<file path="src/rtl/serial_seq_ctrl_if.sv">
// -----------------------------------------------------------------------------
// serial_seq_ctrl_if
// Bundles the instruction-loader handshake and the datapath control strobes
// of the bit-serial sequencer into one port.
//
// Parameters:
//   CNT_W      bit-index width; it must match the sequencer's CNT_W
//
// Signals (direction seen from the sequencer, i.e. the slave modport):
//   opcode       in   4      instruction opcode, sampled on an accepted start
//   inst_valid   in   1      a full instruction is loaded
//   start        in   1      one-cycle start request
//   abort        in   1      synchronous cancel
//   busy         out  1      sequencer is in EXEC or WB
//   done         out  1      one-cycle completion pulse
//   illegal      out  1      one-cycle pulse for a rejected start
//   reg_shift_en out  1      shift the register-file operand
//   imm_sel      out  1      take the B operand from the immediate shifter
//   imm_shift_en out  1      shift the immediate
//   acc_shift_en out  1      shift the accumulator
//   acc_write_en out  1      load the ALU result bit into the accumulator
//   alu_op       out  2      00 add, 01 xor, 10 and, 11 or
//   sub_en       out  1      invert B and force carry-in to 1
//   carry_en     out  1      carry flop update enable
//   carry_load   out  1      load the carry flop with sub_en
//   bit_idx      out  CNT_W  current bit, LSB first
//   last_bit     out  1      current bit is the final one of the operand
// -----------------------------------------------------------------------------
interface serial_seq_ctrl_if #(
  parameter int CNT_W = 3
);
  logic [3:0]       opcode;
  logic             inst_valid;
  logic             start;
  logic             abort;
  logic             busy;
  logic             done;
  logic             illegal;
  logic             reg_shift_en;
  logic             imm_sel;
  logic             imm_shift_en;
  logic             acc_shift_en;
  logic             acc_write_en;
  logic [1:0]       alu_op;
  logic             sub_en;
  logic             carry_en;
  logic             carry_load;
  logic [CNT_W-1:0] bit_idx;
  logic             last_bit;

  // The instruction loader / testbench side.
  modport master (
    output opcode, inst_valid, start, abort,
    input  busy, done, illegal, reg_shift_en, imm_sel, imm_shift_en,
           acc_shift_en, acc_write_en, alu_op, sub_en, carry_en,
           carry_load, bit_idx, last_bit
  );

  // The sequencer side.
  modport slave (
    input  opcode, inst_valid, start, abort,
    output busy, done, illegal, reg_shift_en, imm_sel, imm_shift_en,
           acc_shift_en, acc_write_en, alu_op, sub_en, carry_en,
           carry_load, bit_idx, last_bit
  );
endinterface

</file>
<file path="src/rtl/serial_seq_ctrl.sv">
// -----------------------------------------------------------------------------
// serial_seq_ctrl
// Control sequencer for the bit-serial datapath. A legal instruction is
// latched at start, then DATA_W EXEC cycles shift the operands through the
// ALU and DATA_W WB cycles shift the result into the accumulator, followed
// by a single DONE cycle. The bit counter lives inside this block.
//
// Parameters:
//   DATA_W  serial operand width in bits (>= 2)
//   CNT_W   bit-index width, 2**CNT_W >= DATA_W
//
// Ports:
//   clk     in     system clock, rising edge
//   rst_n   in     asynchronous active-low reset
//   bus     slave  serial_seq_ctrl_if: loader handshake + datapath strobes
//
// Build option:
//   SERIAL_SEQ_OVERLAP_WB_EN  when defined, the accumulator is written during
//                             EXEC and the WB state is skipped.
// -----------------------------------------------------------------------------
module serial_seq_ctrl #(
  parameter int DATA_W = 8,
  parameter int CNT_W  = 3
) (
  input  logic            clk,
  input  logic            rst_n,
  serial_seq_ctrl_if.slave bus
);

  typedef enum logic [1:0] {
    ST_IDLE = 2'd0,
    ST_EXEC = 2'd1,
    ST_WB   = 2'd2,
    ST_DONE = 2'd3
  } state_t;

  localparam logic [CNT_W-1:0] LAST_IDX = CNT_W'(DATA_W - 1);

  state_t           state_q, state_d;
  logic [CNT_W-1:0] bitIdx_q, bitIdx_d;
  logic [3:0]       opLatch_q, opLatch_d;
  logic             illegal_q, illegal_d;

  logic inExec;
  logic inWb;
  logic lastBit;

  // Opcode decode. The encoding is sparse, so everything outside the ten
  // listed instructions is rejected at start.
  function automatic logic isLegal(input logic [3:0] op);
    case (op)
      4'b0000, 4'b0001, 4'b0110, 4'b0101, 4'b0100,
      4'b1000, 4'b1001, 4'b1100, 4'b1011, 4'b1010: isLegal = 1'b1;
      default:                                      isLegal = 1'b0;
    endcase
  endfunction

  function automatic logic [1:0] aluOf(input logic [3:0] op);
    case (op)
      4'b0110, 4'b1100: aluOf = 2'b01;
      4'b0101, 4'b1011: aluOf = 2'b10;
      4'b0100, 4'b1010: aluOf = 2'b11;
      default:          aluOf = 2'b00;
    endcase
  endfunction

  function automatic logic subOf(input logic [3:0] op);
    subOf = (op == 4'b0001) || (op == 4'b1001);
  endfunction

  assign inExec  = (state_q == ST_EXEC);
  assign inWb    = (state_q == ST_WB);
  assign lastBit = (inExec || inWb) && (bitIdx_q == LAST_IDX);

  // Next-state logic. Abort takes priority over the last-bit transition, so
  // an abort on the final bit still suppresses done. The counter wraps to 0
  // on the last bit so the following phase starts at bit 0.
  always_comb begin
    state_d   = state_q;
    bitIdx_d  = bitIdx_q;
    opLatch_d = opLatch_q;
    illegal_d = 1'b0;
    case (state_q)
      ST_IDLE: begin
        bitIdx_d = '0;
        if (bus.start && bus.inst_valid) begin
          if (isLegal(bus.opcode)) begin
            state_d   = ST_EXEC;
            opLatch_d = bus.opcode;
          end else begin
            illegal_d = 1'b1;
          end
        end
      end
      ST_EXEC: begin
        if (bus.abort) begin
          state_d  = ST_IDLE;
          bitIdx_d = '0;
        end else if (lastBit) begin
          bitIdx_d = '0;
`ifdef SERIAL_SEQ_OVERLAP_WB_EN
          state_d  = ST_DONE;
`else
          state_d  = ST_WB;
`endif
        end else begin
          bitIdx_d = bitIdx_q + CNT_W'(1);
        end
      end
      ST_WB: begin
        if (bus.abort) begin
          state_d  = ST_IDLE;
          bitIdx_d = '0;
        end else if (lastBit) begin
          state_d  = ST_DONE;
          bitIdx_d = '0;
        end else begin
          bitIdx_d = bitIdx_q + CNT_W'(1);
        end
      end
      default: begin
        state_d  = ST_IDLE;
        bitIdx_d = '0;
      end
    endcase
  end

  // State, counter, latched opcode and the delayed illegal pulse.
  always_ff @(posedge clk or negedge rst_n) begin
    if (!rst_n) begin
      state_q   <= ST_IDLE;
      bitIdx_q  <= '0;
      opLatch_q <= '0;
      illegal_q <= 1'b0;
    end else begin
      state_q   <= state_d;
      bitIdx_q  <= bitIdx_d;
      opLatch_q <= opLatch_d;
      illegal_q <= illegal_d;
    end
  end

  // Datapath strobes decode straight from state, counter and latched opcode.
  // ALU controls are gated to EXEC so they read as zero whenever idle or in
  // reset.
  always_comb begin
    bus.busy         = inExec || inWb;
    bus.done         = (state_q == ST_DONE);
    bus.illegal      = illegal_q;
    bus.reg_shift_en = inExec;
    bus.carry_en     = inExec;
    bus.carry_load   = inExec && (bitIdx_q == '0);
    bus.imm_sel      = inExec && opLatch_q[3];
    bus.imm_shift_en = inExec && opLatch_q[3];
    bus.alu_op       = inExec ? aluOf(opLatch_q) : 2'b00;
    bus.sub_en       = inExec && subOf(opLatch_q);
`ifdef SERIAL_SEQ_OVERLAP_WB_EN
    bus.acc_write_en = inExec || inWb;
    bus.acc_shift_en = inExec || inWb;
`else
    bus.acc_write_en = inWb;
    bus.acc_shift_en = inWb;
`endif
    bus.bit_idx      = bitIdx_q;
    bus.last_bit     = lastBit;
  end

endmodule
</file>
<file path="src/flat_wrapper.sv">
// flat-port wrapper written by rule: the top's interface ports become plain ports
module serial_seq_ctrl_flat 
#(
  parameter int DATA_W = 8,
  parameter int CNT_W  = 3
)
  (clk, rst_n, bus_opcode, bus_inst_valid, bus_start, bus_abort, bus_busy, bus_done, bus_illegal, bus_reg_shift_en, bus_imm_sel, bus_imm_shift_en, bus_acc_shift_en, bus_acc_write_en, bus_alu_op, bus_sub_en, bus_carry_en, bus_carry_load, bus_bit_idx, bus_last_bit);
  serial_seq_ctrl_if #(.CNT_W(CNT_W)) bus_i ();
  input  logic clk;
  input  logic rst_n;
  input wire logic [$bits(bus_i.opcode)-1:0] bus_opcode;
  input wire logic [$bits(bus_i.inst_valid)-1:0] bus_inst_valid;
  input wire logic [$bits(bus_i.start)-1:0] bus_start;
  input wire logic [$bits(bus_i.abort)-1:0] bus_abort;
  output wire logic [$bits(bus_i.busy)-1:0] bus_busy;
  output wire logic [$bits(bus_i.done)-1:0] bus_done;
  output wire logic [$bits(bus_i.illegal)-1:0] bus_illegal;
  output wire logic [$bits(bus_i.reg_shift_en)-1:0] bus_reg_shift_en;
  output wire logic [$bits(bus_i.imm_sel)-1:0] bus_imm_sel;
  output wire logic [$bits(bus_i.imm_shift_en)-1:0] bus_imm_shift_en;
  output wire logic [$bits(bus_i.acc_shift_en)-1:0] bus_acc_shift_en;
  output wire logic [$bits(bus_i.acc_write_en)-1:0] bus_acc_write_en;
  output wire logic [$bits(bus_i.alu_op)-1:0] bus_alu_op;
  output wire logic [$bits(bus_i.sub_en)-1:0] bus_sub_en;
  output wire logic [$bits(bus_i.carry_en)-1:0] bus_carry_en;
  output wire logic [$bits(bus_i.carry_load)-1:0] bus_carry_load;
  output wire logic [$bits(bus_i.bit_idx)-1:0] bus_bit_idx;
  output wire logic [$bits(bus_i.last_bit)-1:0] bus_last_bit;
  assign bus_i.opcode = bus_opcode;
  assign bus_i.inst_valid = bus_inst_valid;
  assign bus_i.start = bus_start;
  assign bus_i.abort = bus_abort;
  assign bus_busy = bus_i.busy;
  assign bus_done = bus_i.done;
  assign bus_illegal = bus_i.illegal;
  assign bus_reg_shift_en = bus_i.reg_shift_en;
  assign bus_imm_sel = bus_i.imm_sel;
  assign bus_imm_shift_en = bus_i.imm_shift_en;
  assign bus_acc_shift_en = bus_i.acc_shift_en;
  assign bus_acc_write_en = bus_i.acc_write_en;
  assign bus_alu_op = bus_i.alu_op;
  assign bus_sub_en = bus_i.sub_en;
  assign bus_carry_en = bus_i.carry_en;
  assign bus_carry_load = bus_i.carry_load;
  assign bus_bit_idx = bus_i.bit_idx;
  assign bus_last_bit = bus_i.last_bit;
  serial_seq_ctrl #(.DATA_W(DATA_W), .CNT_W(CNT_W)) u_core (.clk(clk), .rst_n(rst_n), .bus(bus_i));
endmodule
</file>
<file path="config.mk">
export PLATFORM = sky130hd
export DESIGN_NAME = serial_seq_ctrl_flat
export DESIGN_NICKNAME = d
export VERILOG_FILES = /design/src/rtl/serial_seq_ctrl_if.sv /design/src/rtl/serial_seq_ctrl.sv /design/src/flat_wrapper.sv
export SDC_FILE = /design/constraint.sdc
export NUM_CORES = 1
export LEC_CHECK = 0
export BUFFER_PORTS_ARGS = -buffer_cell sky130_fd_sc_hd__clkbuf_2
export CORE_AREA = 4 4 46 48
export CTS_CLUSTER_SIZE = 16
export DETAILED_ROUTE_END_ITERATION = 10
export DIE_AREA = 0 0 50 52
export PLACE_DENSITY_LB_ADDON = 0.05
export SLEW_MARGIN = 20
export SYNTH_ARGS = -nofsm -noshare
export SYNTH_HDL_FRONTEND = slang
export SYNTH_SLANG_ARGS = --single-unit
export TNS_END_PERCENT = 10
</file>
<file path="constraint.sdc">
create_clock -name clk -period 2.3 [get_ports clk]
set_clock_uncertainty 0.15 [all_clocks]
set_input_delay 0.115 -clock clk [delete_from_list [all_inputs] [get_ports clk]]
set_output_delay 0.115 -clock clk [all_outputs]
set_load 0.01 [all_outputs]
</file>
# Word-level counts from Yosys, hierarchy flattened
# Memories as Yosys holds them, arrays and structs flattened.
# Cells that the tools add are included.
[classes] addsub=1 n_eq_ne=16 n_mux=17 n_reduce_logical=15
[ops] operator="equality test 4 bit, second input constant" count=4
[ops] operator="2-to-1 mux 2 bit" count=7
[ops] operator="equality test 4 x 3 -> 1 bit, second input constant" count=3
[ops] operator="one-hot mux 2 bit (3 select lines)" count=2
[ops] operator="2-to-1 mux 3 bit" count=3
[ops] operator="OR reduction 2 bit" count=4
[ops] operator="!= test 3 bit, second input constant" count=2
[ops] operator="logical AND 1 bit" count=5
[ops] operator="2-to-1 mux 1 bit" count=5
[ops] operator="equality test 2 bit, second input constant" count=2
[ops] operator="equality test 4 x 1 -> 1 bit, second input constant" count=1
[ops] operator="!= test 2 x 1 -> 1 bit, second input constant" count=2
[ops] operator="AND reduction 4 bit" count=1
[ops] operator="adder 3 x 1 -> 3 bit, second input constant" count=1
[ops] operator="equality test 3 bit, second input constant" count=1
[ops] operator="zero test 3 bit" count=1
[ops] operator="AND reduction 3 bit" count=1
[ops] operator="equality test 2 x 1 -> 1 bit, second input constant" count=1
[ops] operator="zero test 2 bit" count=1
[ops] operator="logical OR 1 bit" count=2
[word_totals] ff_bits=10 rom_bits=16 in_bits=9 output_inout_bits=17 mem_count=1
[mem_list] memory="(no name shown)" depth=16 width=1 rd=1 rd_clocked_by_memory_dff=0 wr=0 line_no="serial_seq_ctrl.sv:51" rtl="case (op)"

# Logic depth before layout (Yosys ltp)
# Gate-level depths: netlist of run 1.
[depth] word_depth=6 ltp_mapped=5 mapped_depth_nobuf=5

# Worst setup path after synthesis of run 1
# No wires, ideal clock.
[synth_timing] kind="reg-to-reg" from="register u_core.bitIdx_q[0], in the netlist u_core.bus.bit_idx[0]" to="register u_core.state_q[0]" arrival_time_ps=1738 slack_ps=287 stages_incl_launch_ff=6 path_cell_list="dfrtp_1 > ha_1 > ha_1 > and2_2 > o32ai_1 > mux2_2"
[synth_via] elab_chain_len=4 word_cells_on_any_way=5
[synth_lines] element="start, declared" line_no="serial_seq_ctrl.sv:40" rtl="logic [CNT_W-1:0] bitIdx_q, bitIdx_d;"
[synth_lines] element="start signal, assigned" line_no="serial_seq_ctrl.sv:137" rtl="bitIdx_q <= bitIdx_d;"
[synth_lines] element="equality test 3 bit (*)" line_no="serial_seq_ctrl.sv:73" rtl="assign lastBit = (inExec || inWb) && (bitIdx_q == LAST_IDX);"
[synth_lines] element="logical AND 1 bit (*)" line_no="serial_seq_ctrl.sv:73"
[synth_lines] element="named net bus_last_bit" line_no="flat_wrapper.sv:28" rtl="output wire logic [$bits(bus_i.last_bit)-1:0] bus_last_bit;"
[synth_lines] element="!= test 3 bit (no source line)"
[synth_lines] element="AND reduction 4 bit (no source line) (*)"
[synth_lines] element="end signal, assigned" line_no="serial_seq_ctrl.sv:136" rtl="state_q <= state_d;"
[synth_lines] element="end, declared" line_no="serial_seq_ctrl.sv:39" rtl="state_t state_q, state_d;"
# The timed path passes the listed nets; every way through them passes the cells marked *.
# A chain may end at the register's enable or synchronous reset.

# Final worst setup path of run 1
[layout_timing] from="register u_core.bitIdx_q[0], in the netlist u_core.bus.bit_idx[0]" to="register u_core.state_q[0]"
[layout_via] elab_chain_len=4 word_cells_on_any_way=5
[layout_lines] element="equality test 3 bit (*)" line_no="serial_seq_ctrl.sv:73"
[layout_lines] element="logical AND 1 bit (*)" line_no="serial_seq_ctrl.sv:73"
[layout_lines] element="!= test 3 bit (no source line)"
[layout_lines] element="AND reduction 4 bit (no source line) (*)"
# Mark *: on every way between the ends. The rest lies on a longest branch, timed or not.

==> results.sh, run 1 <==
export IMPL_synth_xor_area_share_pct=1.39
export IMPL_grt_pass1_vias=511
export IMPL_status="finished, final reports clean"
export IMPL_crit_family="adder cells"
export IMPL_post_route_period_util_pct=88.8
export IMPL_peakVddDrop_mv=0.482
export IMPL_tritoncts="yes"
export IMPL_worst_path_most_repeated_cell="ha_1"
export IMPL_setup_viol=0
export IMPL_cts_clk_slew_worst_paths_ps=70
export IMPL_maxSlewHeadroom_pct=75.9
export IMPL_portBuffers=25
export IMPL_routed_wl_um=1300
export IMPL_clock_sink_count=10
export IMPL_clockBufferDepth=2
export IMPL_grt_usage_pct=11.1
export IMPL_synth_area_sq_um=628
export IMPL_ys_seq_elements=10
export IMPL_synth_area_leader_cell="dfrtp_1"
export IMPL_synthToLayoutAreaGrowth_pct=37.6
export IMPL_fin_ws_ps=257
export IMPL_synth_compound_area_share_pct=5.38
export IMPL_max_freq_mhz=490
export IMPL_cts_buffers=3
export IMPL_place_gp_congestion=0.751
export IMPL_synth_nets=77
export IMPL_post_drt_wl_per_cell_um=10.9
export IMPL_yosys_area_share_simple_pct=21.5
export IMPL_drtIter0Drc=3
export IMPL_crit_slowest_cell="dfrtp_1"
export IMPL_avgSynthCellArea_sq_um=10.3
export IMPL_muxShareOfSynthArea_pct=10.8
export IMPL_synth_cells=61
export IMPL_rsz0062_at_grt="false"
export IMPL_crit_type="flop to flop"
export IMPL_cp_start_kind="flop"
export IMPL_crit_chain="ha_1 > ha_1 > and2_2 > o32ai_1 > mux2_2"
export IMPL_ctsHtreeMaxLevel=1
export IMPL_worstMarginPinSlew_ps=361
export IMPL_cp_end_kind="flop"
export IMPL_synthTopCellsByArea="dfrtp_1 (40%), ha_1 (14%), mux2_2 (11%)"
export IMPL_root_buffer="clkbuf_4"
export IMPL_synth_flop_cell="dfrtp_1"
export IMPL_initial_core_util_pct=36.8
export IMPL_die_x_um=50
export IMPL_synth_cell_type_count=24
export IMPL_fin_nets=112
export IMPL_dpl_hpwl_um=1040
export IMPL_fin_setup_tns_ps=0
export IMPL_via_per_inst=4.54
export IMPL_grt_max_degree=11
export IMPL_hold_class="primary input to asynchronous set/reset pin"
export IMPL_worst_path_largest_cell_delay_ps=410
export IMPL_synth_edf_count=0
export IMPL_whs_ps=115
export IMPL_powerDensity_nw_per_um2=1060
export IMPL_grt_overflow=0
export IMPL_grt_pass1_wl_um=2200
export IMPL_ys_warn_count=0
export IMPL_layout_drive_gt1_share_pct=39.4
export IMPL_ant_nets=0
export IMPL_drv_cap=0
export IMPL_die_h_um=52
export IMPL_synth_top_cell_area_share_pct=39.8
export IMPL_vias=540
export IMPL_required_ps=2300
export IMPL_clock_latency_ps=260
export IMPL_antenna_found_initial=0
export IMPL_cp_max_fo=4
export IMPL_post_cts_resized=0
export IMPL_remaining_drc_errors=0
export IMPL_final_hold_viol_count=0
export IMPL_synth_top_family_by_area="simple AND/OR/NAND/NOR gates"
export IMPL_io_pins=26
export IMPL_yosysMostFrequentCell="dfrtp_1"
export IMPL_synthTopCellsByCount="dfrtp_1 (10), ha_1 (7), inv_1 (6), mux2_2 (6), nor2_1 (5)"
export IMPL_synth_async_sr_flop_share_pct=100
export IMPL_worstPathArrival_ps=2040
export IMPL_synth_fa_ha_area_share_pct=13.9
export IMPL_dieArea_sq_um=2600
export IMPL_yosysSeqAreaShare_pct=39.8
export IMPL_dp_slack_ps=257
export IMPL_core_sq_um=1710
export IMPL_p_leak_nw=0.458
export IMPL_final_max_slew_viol_count=0
export IMPL_antenna_cells=0
export IMPL_row_count=15
export IMPL_cp_num_buf_inv=0
export IMPL_final_min_clock_period_ps=2040
export IMPL_dr_pass1_iters=4
cell families (layout without fill, tap and decap cells):
| group | after synthesis | after routing |
|---|---|---|
| buffers and inverters | 9 | 42 |
| flip-flops | 10 | 10 |
| XOR/XNOR | 1 | 1 |
| multiplexers | 6 | 6 |
| AND/OR/NAND/NOR | 23 | 23 |
| adder cells (fa/ha/maj) | 7 | 7 |
| AO/OA/AOI/OAI | 5 | 5 |
cell type report:
cell class                 instances  area, sq um
fill                             180          843
multi-input combinational         42          333
sequential                        10          250
timing repair buffer              33          205
tap                               25         31.3
clock buffer                       3         22.5
inverter                           6         22.5
power by group:
part	leakage, nW	internal (mW)	switching (mW)	total, mW
clock network	0.0138	0.0602	0.0566	0.117
registers	0.128	0.242	0.0645	0.307
logic	0.317	0.244	0.248	0.492
cells in the final DEF (no fill, tap or decap):
cell type and instances:
dfrtp_1 10, a31oi_1 1, nor4b_1 1, o32ai_1 1, nand3_1 2, ha_1 7
and2_2 1, dlygate4sd3_1 8, a21o_2 1, nor3b_1 1, nand2_1 4, nor2_1 5
inv_1 6, nor3_1 1, and3_1 1, clkbuf_4 3, or3b_1 1, a21oi_1 1
nor4bb_1 2, clkbuf_2 25, mux2_2 6, nand2b_1 1, and2_1 2, o21ai_0 1
xor2_1 1, or2b_2 1
path summary, 6_finish.rpt:
path,slack [ps],depth (start not counted),endpoint,start
setup / recovery,260,5,u_core.state_q[0],u_core.bus.bit_idx[0]
max in group asynchronous,1670,2,u_core.opLatch_q[3],rst_n
hold reg to reg,350,1,u_core.bus.bit_idx[0],u_core.bus.bit_idx[0]
setup reg to reg,260,5,u_core.state_q[0],u_core.bus.bit_idx[0]
min in group clk,290,4,u_core.opLatch_q[0],bus_inst_valid
hold / removal,120,2,u_core.bus.illegal,rst_n
per-stage QoR:
step | cells | power, mW | cell area (sq um) | utilization, %
after floorplan | 61 | 0.648 | 628 | -
after global placement | 108 | 0.792 | 762 | 44.6
after detailed placement | 108 | 0.795 | 762 | 44.6
after CTS | 119 | 0.931 | 865 | 50.6
after global routing | 119 | 1.00 | 865 | 50.6
final | 119 | 0.915 | 865 | 50.6
per-layer routing:
layer | global-route usage [%] | part of all wire [%]
met2 | 17.6 | 46
met1 | 14.6 | 46
met3 | 2.29 | 6.4
met4 | 4.15 | 0.93
met5 | 0 | 0
sequential cells by signal, indices dropped and copies added, names as in the netlist:
| name | flops |
|---|---|
| u_core.bus.bit_idx | 3 |
| u_core.state_q | 2 |
| u_core.bus.illegal | 1 |
| u_core.opLatch_q | 4 |
repair_timing:
action | in CTS | in global routing
hold buffers | 8 | 0
endpoints found under the hold margin | 17 | 0
setup buffers | 0 | 0
(Power assumes the default switching activity.)
==> inputs of run 2 (changes only) <==
ABC_AREA = 1   (was not set)
==> run 2 against run 1 <==
Against the previous run: area after synthesis is 4.0% higher; combinational power is 10% higher; worst hold slack worse by 85 ps; final area is 0.58% lower; critical path depth stayed put; largest cell class unchanged.
==> results.sh, run 2 <==
export IMPL_grt_pass1_vias=600
export IMPL_dieArea_sq_um=2600
export IMPL_worstMarginPinSlew_ps=266
export IMPL_worstPathArrival_ps=1490
export IMPL_routed_wl_um=1460
export IMPL_fin_setup_tns_ps=0
export IMPL_post_cts_resized=0
export IMPL_setup_viol=0
export IMPL_synth_cells=85
export IMPL_root_buffer="clkbuf_4"
export IMPL_min_path_cells=3
export IMPL_synth_nets=101
export IMPL_synth_area_sq_um=653
export IMPL_final_min_clock_period_ps=1750
export IMPL_final_max_slew_viol_count=0
export IMPL_synth_cell_type_count=16
export IMPL_synth_area_leader_cell="dfrtp_1"
export IMPL_drv_cap=0
export IMPL_dp_cells=132
export IMPL_maxSlewHeadroom_pct=82.3
export IMPL_routed_wl_met2_um=632
export IMPL_holdCritStartpoint="bus_inst_valid"
export IMPL_ys_seq_elements=10
export IMPL_r2r_start="u_core.state_q[0]"
export IMPL_dpl_hpwl_um=1210
export IMPL_p_leak_nw=0.513
export IMPL_die_x_um=50
export IMPL_synth_flop_cell="dfrtp_1"
export IMPL_io_pins=26
export IMPL_crit_type="flop to output port"
export IMPL_regToRegSetupSlack_ps=710
export IMPL_fin_nets=133
export IMPL_die_h_um=52
export IMPL_portBuffers=25
export IMPL_peakVddDrop_mv=0.454
export IMPL_synthTopCellsByArea="dfrtp_1 (38%), ha_1 (13%), nand2_1 (13%)"
export IMPL_post_route_period_util_pct=76.2
export IMPL_synth_top_cell_area_share_pct=38.3
export IMPL_core_sq_um=1710
export IMPL_vias=615
export IMPL_crit_chain="inv_1 > ha_1 > inv_1 > a211oi_1 > clkbuf_2"
export IMPL_hold_class="primary input to flop"
export IMPL_dr_wl_met3_um=72
export IMPL_via_per_inst=4.39
export IMPL_drtIter0Drc=5
export IMPL_cts_clk_slew_worst_paths_ps=60
export IMPL_cp_num_buf_inv=3
export IMPL_worst_path_largest_cell_delay_ps=410
export IMPL_dr_pass1_iters=4
export IMPL_regMostFlops="u_core.opLatch_q"
export IMPL_grt_overflow=0
export IMPL_grt_pass1_wl_um=2500
export IMPL_max_freq_mhz=571
export IMPL_hold_path_end="u_core.bus.illegal"
export IMPL_powerDensity_nw_per_um2=1130
export IMPL_initial_core_util_pct=38.2
export IMPL_dr_max_layer_used="met4"
export IMPL_crit_slowest_cell="dfrtp_1"
export IMPL_grt_usage_pct=12.4
export IMPL_yosysSeqAreaShare_pct=38.3
export IMPL_final_cells=140
export IMPL_layout_drive_gt1_share_pct=27.8
export IMPL_ant_nets=0
export IMPL_ctsHtreeMaxLevel=1
export IMPL_synthTopCellsByCount="nand2_1 (23), inv_1 (14), dfrtp_1 (10)"
export IMPL_clock_latency_ps=250
export IMPL_final_common_cell="clkbuf_2"
export IMPL_crit_family="flip-flops"
export IMPL_final_hold_viol_count=0
export IMPL_remaining_drc_errors=0
export IMPL_synth_async_sr_flop_share_pct=100
export IMPL_cts_buffers=3
export IMPL_clock_sink_count=10
export IMPL_cp_max_fo=6
export IMPL_rsz0062_at_grt="false"
export IMPL_synthToLayoutAreaGrowth_pct=31.6
export IMPL_antenna_cells=0
export IMPL_routedLengthMet1_um=734
export IMPL_post_cts_setup_buffer_count=0
export IMPL_fin_total_pwr_mw=0.972
export IMPL_place_gp_congestion=0.720
export IMPL_ys_warn_count=0
export IMPL_largest_reg_flops=4
export IMPL_r2r_end="u_core.state_q[1]"
export IMPL_worst_path_most_repeated_cell="inv_1"
export IMPL_synth_edf_count=0
export IMPL_required_ps=2040
export IMPL_cts_hold_buffers_added=5
export IMPL_whs_ps=30.4
export IMPL_grt_max_degree=11
export IMPL_row_count=15
export IMPL_antenna_found_initial=0
export IMPL_fin_util_pct=50.3
export IMPL_cp_start_kind="flop"
export IMPL_cp_end_kind="output port"
export IMPL_layout_cells_most_common_list="clkbuf_2 (25), nand2_1 (23), inv_1 (14)"
export IMPL_post_drt_wl_per_cell_um=10.4
export IMPL_ff2ff_path_depth=7
export IMPL_clockBufferDepth=2
export IMPL_avgSynthCellArea_sq_um=7.68
export IMPL_yosysMostFrequentCell="nand2_1"
export IMPL_status="finished, final reports clean"
export IMPL_tritoncts="yes"
-- run 2: changes by cell type after synthesis, moves of 2 or more --
cell / previous run / this run
o21ai_1: 0 / 2
nor4bb_1: 2 / 0
a21oi_1: 1 / 3
nand2_2: 0 / 2
nand4_1: 0 / 2
nand2_1: 4 / 23
and2_1: 2 / 0
mux2_2: 6 / 0
inv_1: 6 / 14
nand3_1: 2 / 7
-- run 2: final cells by class --
class                      instances  area [sq um]
clock buffer                       3          22.5
fill                             167           848
inverter                          14          52.6
multi-input combinational         58           328
sequential                        10           250
tap                               25          31.3
timing repair buffer              30           175
-- run 2: worst max path at each step --
stage / slack, ps / startpoint / to / depth (start not counted)
4_1_cts: 540 / u_core.state_q[1] / bus_alu_op[0] / 5
2_1_floorplan: 850 / u_core.state_q[0] / u_core.state_q[0] / 7
6_report: 550 / u_core.state_q[1] / bus_alu_op[0] / 5
3_3_place_gp: 720 / u_core.state_q[0] / u_core.state_q[0] / 7
3_5_place_dp: 730 / u_core.state_q[0] / u_core.state_q[1] / 7
5_1_grt: 370 / u_core.state_q[1] / bus_alu_op[0] / 5
-- run 2: metal layers --
metal / up-vias / GRT usage (%)
met5: - / 0
met4: 0 / 6.91
met3: 2 / 0.860
met2: 21 / 20.4
met1: 265 / 15.9
li1: 327 / -
-- run 2: kinds of logic (layout without fill, tap and decap cells) --
kind of cell | Yosys count | count (layout) | share of synthesized area [%]
DFF | 10 | 10 | 38.3
buffers and inverters | 17 | 47 | 11.5
AOI/OAI and AO/OA | 6 | 6 | 4.98
and+or+nand+nor | 45 | 45 | 31.8
adders and majority gates | 7 | 7 | 13.4
-- run 2: through the flow --
step           area [sq um]  setup WS (ps)
2_1_floorplan           653            847
3_3_place_gp            787            717
3_5_place_dp            787            730
4_1_cts                 860            538
5_1_grt                 860            374
6_report                860            547
-- run 2: worst reg2reg max path, delay by kind of cell, from the launching register on --
kind	cells	cell delay [ps]
adder cells (fa/ha/maj)	1	350
flip-flops	1	410
AND/OR/NAND/NOR	5	510
buffers and inverters	1	80
-- run 2: where the power goes --
group | total (mW) | internal (mW) | leakage [nW] | switching, mW
sequential | 0.313 | 0.243 | 0.128 | 0.0703
combinational | 0.541 | 0.217 | 0.370 | 0.324
clock | 0.117 | 0.0603 | 0.0138 | 0.0570
total | 0.972 | 0.520 | 0.513 | 0.452
==> inputs of run 3 (changes only) <==
clock period = 1.6 ns   (was 2.3 ns; I/O delays follow)
==> run 3 against run 2 <==
Against the previous run: clock power increased by 42%; worst setup slack lost 500 ps; die area unchanged; first-iteration DRC count up 20%; final area increased by 12%; flip-flop and latch count unchanged; total power grew 64%; critical path depth unchanged; core utilization up 6.2 points; worst hold slack better by 39 ps; critical path type unchanged; largest power group unchanged; highest routed layer unchanged.
==> results.sh, run 3 (synthesized netlist as in run 2, its figures left out) <==
export IMPL_dieArea_sq_um=2600
export IMPL_hold_class="primary input to asynchronous set/reset pin"
export IMPL_seqCellArea_sq_um=251
export IMPL_grt_max_degree=11
export IMPL_remaining_drc_errors=0
export IMPL_core_sq_um=1710
export IMPL_final_max_slew_viol_count=0
export IMPL_placed_area_sq_um=795
export IMPL_peakVddDrop_mv=0.696
export IMPL_place_gp_congestion=0.726
export IMPL_powerDensity_nw_per_um2=1650
export IMPL_status="finished, final reports clean"
export IMPL_post_route_period_util_pct=97.1
export IMPL_post_drt_wl_per_cell_um=10.1
export IMPL_grt_usage_pct=13.4
export IMPL_cts_clk_slew_worst_paths_ps=60
export IMPL_required_ps=1370
export IMPL_regToRegSetupSlack_ps=130
export IMPL_via_per_inst=4.39
export IMPL_io_pins=26
export IMPL_row_count=15
export IMPL_vias=649
export IMPL_die_h_um=52
export IMPL_dr_pass1_iters=2
export IMPL_startpoint="u_core.bus.bit_idx[0]"
export IMPL_crit_end="bus_last_bit"
export IMPL_r2r_end="u_core.state_q[0]"
export IMPL_fillers=176
export IMPL_cts_buffers=3
export IMPL_final_min_clock_period_ps=1550
export IMPL_regMostFlops="u_core.opLatch_q"
export IMPL_worstMarginPinSlew_ps=259
export IMPL_largest_reg_flops=4
export IMPL_multi_input_area_sq_um=360
export IMPL_setup_viol=0
export IMPL_clock_latency_ps=260
export IMPL_drtIter0Drc=6
export IMPL_tritoncts="yes"
export IMPL_grt_pass1_wl_um=2650
export IMPL_die_x_um=50
export IMPL_maxSlewHeadroom_pct=82.7
export IMPL_ant_nets=0
export IMPL_ff2ff_path_depth=7
export IMPL_grt_pass1_vias=611
export IMPL_r2r_start="u_core.bus.bit_idx[0]"
export IMPL_fin_area_sq_um=965
export IMPL_worstPathArrival_ps=1320
export IMPL_p_leak_nw=0.551
export IMPL_fin_total_pwr_mw=1.59
export IMPL_clockBufferDepth=2
export IMPL_root_buffer="clkbuf_4"
export IMPL_grt_overflow=0
export IMPL_fin_nets=141
export IMPL_cp_max_fo=3
export IMPL_antenna_found_initial=0
export IMPL_final_hold_viol_count=0
export IMPL_synthToLayoutAreaGrowth_pct=47.7
export IMPL_cp_start_kind="flop"
export IMPL_antenna_cells=0
export IMPL_drv_cap=0
export IMPL_initial_core_util_pct=38.2
export IMPL_clock_sink_count=10
export IMPL_max_freq_mhz=644
export IMPL_crit_type="flop to output port"
export IMPL_portBuffers=25
export IMPL_layout_cells_most_common_list="nand2_1 (23), clkbuf_2 (23), inv_1 (12)"
export IMPL_cp_end_kind="output port"
export IMPL_ctsHtreeMaxLevel=1
export IMPL_routed_wl_um=1500
export IMPL_layout_drive_gt1_share_pct=35.8
export IMPL_dpl_hpwl_um=1180
run 3: changes by cell type in the layout (fill, tap and decap cells not counted):
cell           previous run  this run
buf_4                     0         4
dlygate4sd3_1             5         8
ha_1                      7         4
buf_2                     0         2
clkbuf_2                 25        23
ha_4                      0         2
inv_1                    14        12
inv_2                     0         2
a211oi_1                  1         0
a211oi_2                  0         1
buf_6                     0         1
dfrtp_1                  10         9
dfrtp_2                   0         1
ha_2                      0         1
run 3: worst max-delay path, stage by stage, from the launching register on:
cell and delay (ps):
dfrtp_1 400, ha_1 210, ha_1 180, nand2_1 100, inv_1 50, clkbuf_2 120
run 3: per-stage QoR:
| step | utilization [%] | worst slack, ps | hold slack (ps) | std cells | setup TNS, ps |
|---|---|---|---|---|---|
| floorplan | - | 147 | -366 | 85 | 0 |
| global placement | 46.5 | 133 | -183 | 133 | 0 |
| detailed placement | 46.5 | 78.7 | -187 | 133 | 0 |
| CTS | 53.0 | -9.02 | 68.6 | 145 | -9.02 |
| global route | 56.5 | -12.3 | 105 | 148 | -12.3 |
| finish | 56.5 | 46.3 | 69.6 | 148 | 0 |
run 3: cell type report:
| class | instances | share of cell area [%] |
|---|---|---|
| multi-input cells | 58 | 37.4 |
| inverters | 14 | 5.45 |
| repair buffers | 38 | 25.6 |
| clock buffers | 3 | 2.33 |
| well taps | 25 | 3.24 |
| flip-flops and latches | 10 | 26.1 |
run 3: metal layers:
layer  GRT usage (%)  share of wire, %
met1            17.5                47
met2            20.2                46
met3            2.58               5.1
met4            8.29               1.2
met5               0                 0
run 3: power breakdown:
| part | leakage, nW | switching [mW] | internal [mW] |
|---|---|---|---|
| logic | 0.410 | 0.522 | 0.449 |
| clock network | 0.0138 | 0.0795 | 0.0866 |
| registers | 0.127 | 0.103 | 0.352 |
run 3: worst min path at each step:
stage | start | to | slack, ps | cells past startpoint
2_1_floorplan | rst_n | u_core.bus.bit_idx[0] | -370 | 0
3_3_place_gp | rst_n | u_core.bus.bit_idx[0] | -180 | 1
3_5_place_dp | rst_n | u_core.bus.bit_idx[0] | -190 | 1
4_1_cts | rst_n | u_core.bus.bit_idx[0] | 70 | 2
5_1_grt | rst_n | u_core.bus.bit_idx[2] | 110 | 2
6_report | rst_n | u_core.bus.bit_idx[0] | 70 | 2
run 3: what timing repair did:
item                                    CTS  global route
gates resized for setup                   0            11
endpoints found under the setup margin    3             8
hold buffers                              8             0
pin swaps                                 0             1
hold endpoints to repair                 17             0
setup buffers                             1             3
